===== config.mk =====
export PLATFORM = sky130hd
export DESIGN_NAME = kplic_arbiter
export DESIGN_NICKNAME = d
export VERILOG_FILES = /design/src/rtl/kplic_arbiter_pkg.sv /design/src/rtl/kplic_max_sel.sv /design/src/rtl/kplic_arbiter.sv
export SDC_FILE = /design/constraint.sdc
export NUM_CORES = 1
export LEC_CHECK = 0
export BUFFER_PORTS_ARGS = -buffer_cell sky130_fd_sc_hd__clkbuf_2
export CAP_MARGIN = 20
export CELL_PAD_IN_SITES_DETAIL_PLACEMENT = 1
export CELL_PAD_IN_SITES_GLOBAL_PLACEMENT = 2
export CORE_MARGIN = 3
export CORE_UTILIZATION = 36
export CTS_CLUSTER_SIZE = 28
export DETAILED_ROUTE_END_ITERATION = 12
export PLACE_DENSITY_LB_ADDON = 0.1
export SLEW_MARGIN = 20
export SYNTH_ARGS = -nofsm -noshare
export SYNTH_HDL_FRONTEND = slang
export SYNTH_SLANG_ARGS = --single-unit
export TNS_END_PERCENT = 30

===== constraint.sdc =====
create_clock -name kplic_clk -period 49.6 [get_ports kplic_clk]
set_input_delay 9.92 -clock kplic_clk [delete_from_list [all_inputs] [get_ports kplic_clk]]
set_output_delay 9.92 -clock kplic_clk [all_outputs]
set_load 0.01 [all_outputs]

===== src/rtl/kplic_arbiter_pkg.sv =====
// Shared constants for the KPLIC arbiter: build-time defaults and the "no source" ID.
package kplic_arbiter_pkg;

    // Default build configuration for the single-hart target.
    localparam int unsigned KPLIC_NUM_SRC = 16;
    localparam int unsigned KPLIC_PRIO_W  = 3;

    // Source ID 0 is reserved to mean "no interrupt".
    localparam int unsigned KPLIC_ID_NONE = 0;

    // True when an ID names a real source (1..num_src).
    function automatic bit kplic_id_in_range(input int unsigned id, input int unsigned num_src);
        return (id != KPLIC_ID_NONE) && (id <= num_src);
    endfunction

endpackage


===== src/rtl/kplic_max_sel.sv =====
// Combinational selector: highest-priority pending source, lowest ID on ties.
// Priority 0 never qualifies; with no qualifying source the result is ID 0, priority 0.
module kplic_max_sel
    import kplic_arbiter_pkg::*;
#(
    parameter int unsigned NUM_SRC = KPLIC_NUM_SRC,
    parameter int unsigned PRIO_W  = KPLIC_PRIO_W,
    parameter int unsigned ID_W    = $clog2(NUM_SRC + 1)
) (
    input  logic [NUM_SRC-1:0]        pending,
    input  logic [NUM_SRC*PRIO_W-1:0] int_priority,
    output logic [ID_W-1:0]           best_id,
    output logic [PRIO_W-1:0]         best_prio
);

    // Ascending scan with a strict compare keeps the lowest ID on ties and skips priority 0.
    always_comb begin
        best_id   = ID_W'(KPLIC_ID_NONE);
        best_prio = '0;
        for (int i = 0; i < int'(NUM_SRC); i++) begin
            if (pending[i] && (int_priority[i*PRIO_W +: PRIO_W] > best_prio)) begin
                best_id   = ID_W'(i + 1);
                best_prio = int_priority[i*PRIO_W +: PRIO_W];
            end
        end
    end

endmodule


===== src/rtl/kplic_arbiter.sv =====
// KPLIC central arbiter: pending/in-service tracking, best-source selection,
// claim/complete handshake with the register block and notify to the hart.
module kplic_arbiter
    import kplic_arbiter_pkg::*;
#(
    parameter int unsigned NUM_SRC = KPLIC_NUM_SRC,
    parameter int unsigned PRIO_W  = KPLIC_PRIO_W,
    parameter int unsigned ID_W    = $clog2(NUM_SRC + 1)
) (
    input  logic                      kplic_clk,
    input  logic                      kplic_rstn,
    input  logic [NUM_SRC-1:0]        valid_int_req,
    input  logic [NUM_SRC*PRIO_W-1:0] int_priority,
    input  logic [PRIO_W-1:0]         prio_threshold,
    input  logic                      claim_req,
    output logic                      claim_ack,
    output logic [ID_W-1:0]           claim_id,
    input  logic                      complete_req,
    input  logic [ID_W-1:0]           complete_id,
    output logic [NUM_SRC-1:0]        int_completion,
    output logic                      ext_int_notify
);

    logic [NUM_SRC-1:0] pending_q, pending_d;
    logic [NUM_SRC-1:0] in_service_q, in_service_d;
    logic [NUM_SRC-1:0] claim_clr;
    logic [NUM_SRC-1:0] compl_vec;
    logic [NUM_SRC-1:0] int_completion_q;

    logic [ID_W-1:0]    best_id_q, best_id_d;
    logic [PRIO_W-1:0]  best_prio_q, best_prio_d;
    logic [PRIO_W-1:0]  threshold_q;

    logic [ID_W-1:0]    claim_id_q, claim_id_d;
    logic               claim_ack_q;
    logic               claim_fire;
    logic               notify_q, notify_d;

    // Claim is granted only if the registered winner beats the live threshold.
    always_comb begin
        claim_fire = claim_req && (best_prio_q > prio_threshold);
        claim_clr  = '0;
        for (int i = 0; i < int'(NUM_SRC); i++) begin
            if (claim_fire && (best_id_q == ID_W'(i + 1))) begin
                claim_clr[i] = 1'b1;
            end
        end
        claim_id_d = claim_id_q;
        if (claim_req) begin
            claim_id_d = claim_fire ? best_id_q : ID_W'(KPLIC_ID_NONE);
        end
    end

    // Completion only acts on an in-service source; ID 0 or out-of-range never matches.
    always_comb begin
        compl_vec = '0;
        for (int i = 0; i < int'(NUM_SRC); i++) begin
            if (complete_req && (complete_id == ID_W'(i + 1)) && in_service_q[i]) begin
                compl_vec[i] = 1'b1;
            end
        end
    end

    // Next pending/in-service state; a new request outranks a same-cycle claim clear,
    // and a same-cycle complete of the source being claimed sees in_service_q still 0.
    always_comb begin
        pending_d    = valid_int_req | (pending_q & ~claim_clr);
        in_service_d = (in_service_q & ~compl_vec) | claim_clr;
        notify_d     = (best_prio_q > threshold_q);
    end

    // Selection runs on pending_d so best_*_q always describes pending_q.
    kplic_max_sel #(
        .NUM_SRC (NUM_SRC),
        .PRIO_W  (PRIO_W),
        .ID_W    (ID_W)
    ) u_max_sel (
        .pending      (pending_d),
        .int_priority (int_priority),
        .best_id      (best_id_d),
        .best_prio    (best_prio_d)
    );

    // Source state and arbitration result registers.
    always_ff @(posedge kplic_clk or negedge kplic_rstn) begin
        if (!kplic_rstn) begin
            pending_q    <= '0;
            in_service_q <= '0;
            best_id_q    <= '0;
            best_prio_q  <= '0;
        end else begin
            pending_q    <= pending_d;
            in_service_q <= in_service_d;
            best_id_q    <= best_id_d;
            best_prio_q  <= best_prio_d;
        end
    end

    // Threshold is registered so a threshold change reaches notify with the same
    // two-cycle latency as a priority change.
    always_ff @(posedge kplic_clk or negedge kplic_rstn) begin
        if (!kplic_rstn) begin
            threshold_q <= '0;
            notify_q    <= 1'b0;
        end else begin
            threshold_q <= prio_threshold;
            notify_q    <= notify_d;
        end
    end

    // Handshake outputs back to the register block and gateways.
    always_ff @(posedge kplic_clk or negedge kplic_rstn) begin
        if (!kplic_rstn) begin
            claim_ack_q      <= 1'b0;
            claim_id_q       <= '0;
            int_completion_q <= '0;
        end else begin
            claim_ack_q      <= claim_req;
            claim_id_q       <= claim_id_d;
            int_completion_q <= compl_vec;
        end
    end

    assign claim_ack      = claim_ack_q;
    assign claim_id       = claim_id_q;
    assign int_completion = int_completion_q;
    assign ext_int_notify = notify_q;

endmodule


==> metrics <==
met3 routed WL=442 µm; routability cong.=0.814; largest net degree at the start of global routing=67; DP Cell Count=807; Final Critical Period=32.28 ns; syn_area_per_cell=8.69 µm²; via count=4486; CP peak stage delay=0.50 ns; Gates resized, CTS repair=0; slowest cell on the critical path=nor3b_1; Max Freq=0.0310 GHz; Pint=0.185 mW; Syn-to-layout area delta=21.2%; pre-CTS WS=17.09 ns; Peak VDD IR=22.6 µV; Worst-Skew Late Latency=0.33 ns; CP Capture Type=flip-flop; M1 wire length=6250 µm; Die X=120 µm; setup slack, reg-to-reg=26.66 ns; CP Data Required Time=49.79 ns; Startpoint Class=primary input; Fillers=1571; fin crit share=65.1%; Yosys reg bits=66; Yosys cell types=73; Hold Path End=in_service_q[4]; core area=12700 µm²; worst hold stages=2; r2r startpoint=best_prio_q[2]; Final Hold Fails=0; Post-DP HPWL=11200 µm; number of synthesized flops with an enable pin=0; # hold bufs at CTS=0; sw frac=42.7%; Via-to-Cell Ratio=5.45; most frequent CP cell=ha_1; clock network fraction of total power=19.8%; launch point of the worst hold path=in_service_q[4]; Comb pwr share=56.5%; worst reg2reg path endpoint=best_prio_q[0]; Synth Net Count=647; CP arrival=32.47 ns; ys flop type=dfrtp_1; total iterations of the first detailed-routing run=4; Worst-Margin Slew=0.806 ns; setup TNS=0 ns; met2 wire length=6540 µm; full die area=14500 µm²; CTS Buf Count=9; Ys Warns=0; number of remaining DRC errors=0; RSZ-0062 raised after global routing=no; Hold Crit Class=reg2reg; Max Cap Viol=0; synthesized instance count=542; count leader, synth=nand2_1; WS Path Type=in2reg; CTS tree=yes; Overall Global Routing Usage=19.2%; vias in the first global route=4683; largest cells by area after synthesis=dfrtp_1 (35%), ha_1 (7.7%), nand2_1 (6.4%); Tot Pwr=0.322 mW; post-synthesis sequential area ratio=35.1%; Leak=2.82 nW; fin cells=823; Finish-stage setup viols=0; Port-buffer cells=98; Setup Buffers After CTS=0; slew margin rel.=46.3%; dpl cell area=5400 µm²; CTS Root Cell=clkbuf_16; Final Slew Violations=0; Reg power frac=23.7%; Design Area, Final=5710 µm²; Max FO, Critical Path=18; initial antenna violation count=0; most frequent cells after synthesis=nand2_1 (80), dfrtp_1 (66), inv_1 (39), nor2_1 (38), ha_1 (29); first-pass GRT wire length=22500 µm; fraction of layout cells with a size suffix above 1=22.1%; Sink Count=66; Initial DRC Count=214; status=complete, no violations; Max Used Layer=met4; gr ovfl total=0; Antenna Nets Post-Route=0; worst reg2reg path depth=109; Final Skew=0.0100 ns; ANT cells=0; Post-Syn Area=4710 µm²; ys async rst share=100%; P_sw=0.137 mW; Final Worst Setup Slack=17.32 ns; Synth area leader=dfrtp_1; Top Ports=99; die height=120 µm; Starting Density=37.0%; layout net count=751; FP Rows=41; Pwr Density=56.4 nW/µm²; clk buf depth=2; Worst-path clk slew=0.05 ns; CTS H-tree depth=3; routed wire length per instance=16.5 µm; Yosys top cell area share=35.1%; Total Wirelength=13600 µm
[worst max path at each step]
stage / startpoint / endpoint / slack (ns)
after floorplan: prio_threshold[2] / best_prio_q[0] / 20.08
after detailed placement: prio_threshold[2] / best_prio_q[0] / 17.09
after global placement: prio_threshold[2] / best_prio_q[0] / 17.72
after CTS: prio_threshold[2] / best_prio_q[0] / 17.31
after global routing: prio_threshold[2] / best_prio_q[0] / 15.31
final: prio_threshold[2] / best_prio_q[0] / 17.32
[flip-flops by register name, indices dropped and copies added, names as in the netlist]
| signal | count |
|---|---|
| ext_int_notify | 1 |
| int_completion | 16 |
| threshold_q | 3 |
| best_id_q | 5 |
| claim_id | 5 |
| best_prio_q | 3 |
| pending_q | 16 |
| claim_ack | 1 |
| in_service_q | 16 |
[cells by family (layout without fill, tap and decap cells)]
group / Yosys count / count (layout) / share of synthesized area [%]
compound gates: 154 / 154 / 25.1
mux: 5 / 5 / 1.17
simple gates: 234 / 234 / 25.7
fa+ha+maj: 36 / 36 / 9.19
flops: 66 / 66 / 35.1
buf+inv: 47 / 156 / 3.83
[routing by layer]
layer / up-vias / global-route usage [%]
li1: 2209 / -
met1: 2164 / 24.5
met2: 90 / 32.9
met3: 23 / 3.04
met4: 0 / 6.80
met5: - / 0
[layout make-up]
class	instances	area, µm²	share of cell area (%)
clock buffer	11	243	4.25
clock inverter	5	62.6	1.10
inverter	39	146	2.56
multi-input combinational	429	2880	50.4
sequential	66	1650	28.9
tap	172	215	3.77
timing repair buffer	101	513	8.99
[critical path, delay by kind of cell]
family                   cells  cell delay, ns
multiplexers                 3            1.14
AND/OR/NAND/NOR             33            5.07
AO/OA/AOI/OAI               50            9.85
adder cells (fa/ha/maj)     19            5.74
buffers and inverters        6            0.71
[through the flow]
| stage | utilization [%] | hold WS, ns |
|---|---|---|
| final | 44.9 | 0.468 |
| after global placement | 42.5 | 0.452 |
| after global routing | 44.9 | 0.491 |
| after CTS | 44.9 | 0.471 |
| after detailed placement | 42.5 | 0.457 |
| after floorplan | - | 0.432 |
[power groups by stage]
| stage | clock (mW) | sequential [mW] | combinational (mW) |
|---|---|---|---|
| global placement | 0 | 0.0767 | 0.176 |
| CTS | 0.0653 | 0.0763 | 0.184 |
| detailed placement | 0 | 0.0772 | 0.182 |
| floorplan | 0 | 0.0755 | 0.135 |
| global route | 0.0686 | 0.0779 | 0.206 |
| finish | 0.0640 | 0.0764 | 0.182 |
[placed cells by master (no fill, tap or decap), drive strengths merged, types with 4 or more instances in the layout]
master  Yosys  final
clkbuf      7    108
nand2      80     80
dfrtp      66     66
inv        39     40
nor2       38     38
ha         29     29
a21oi      28     28
and3       24     24
a21o       22     22
nand3      21     21
o21ai      18     18
and2       11     11
nor3        9      9
o21a        8      8
o211ai      8      8
nor2b       7      7
maj3        7      7
a31oi       7      7
nand4       7      7
o31ai       7      7
nand2b      6      6
a22o        6      6
nand3b      5      5
nor4        5      5
or2         5      5
a21boi      5      5
a211oi      5      5
or3         4      4
mux2        4      4
nor3b       4      4
buf         1      4
No activity file was read; power rests on OpenSTA's default activity.
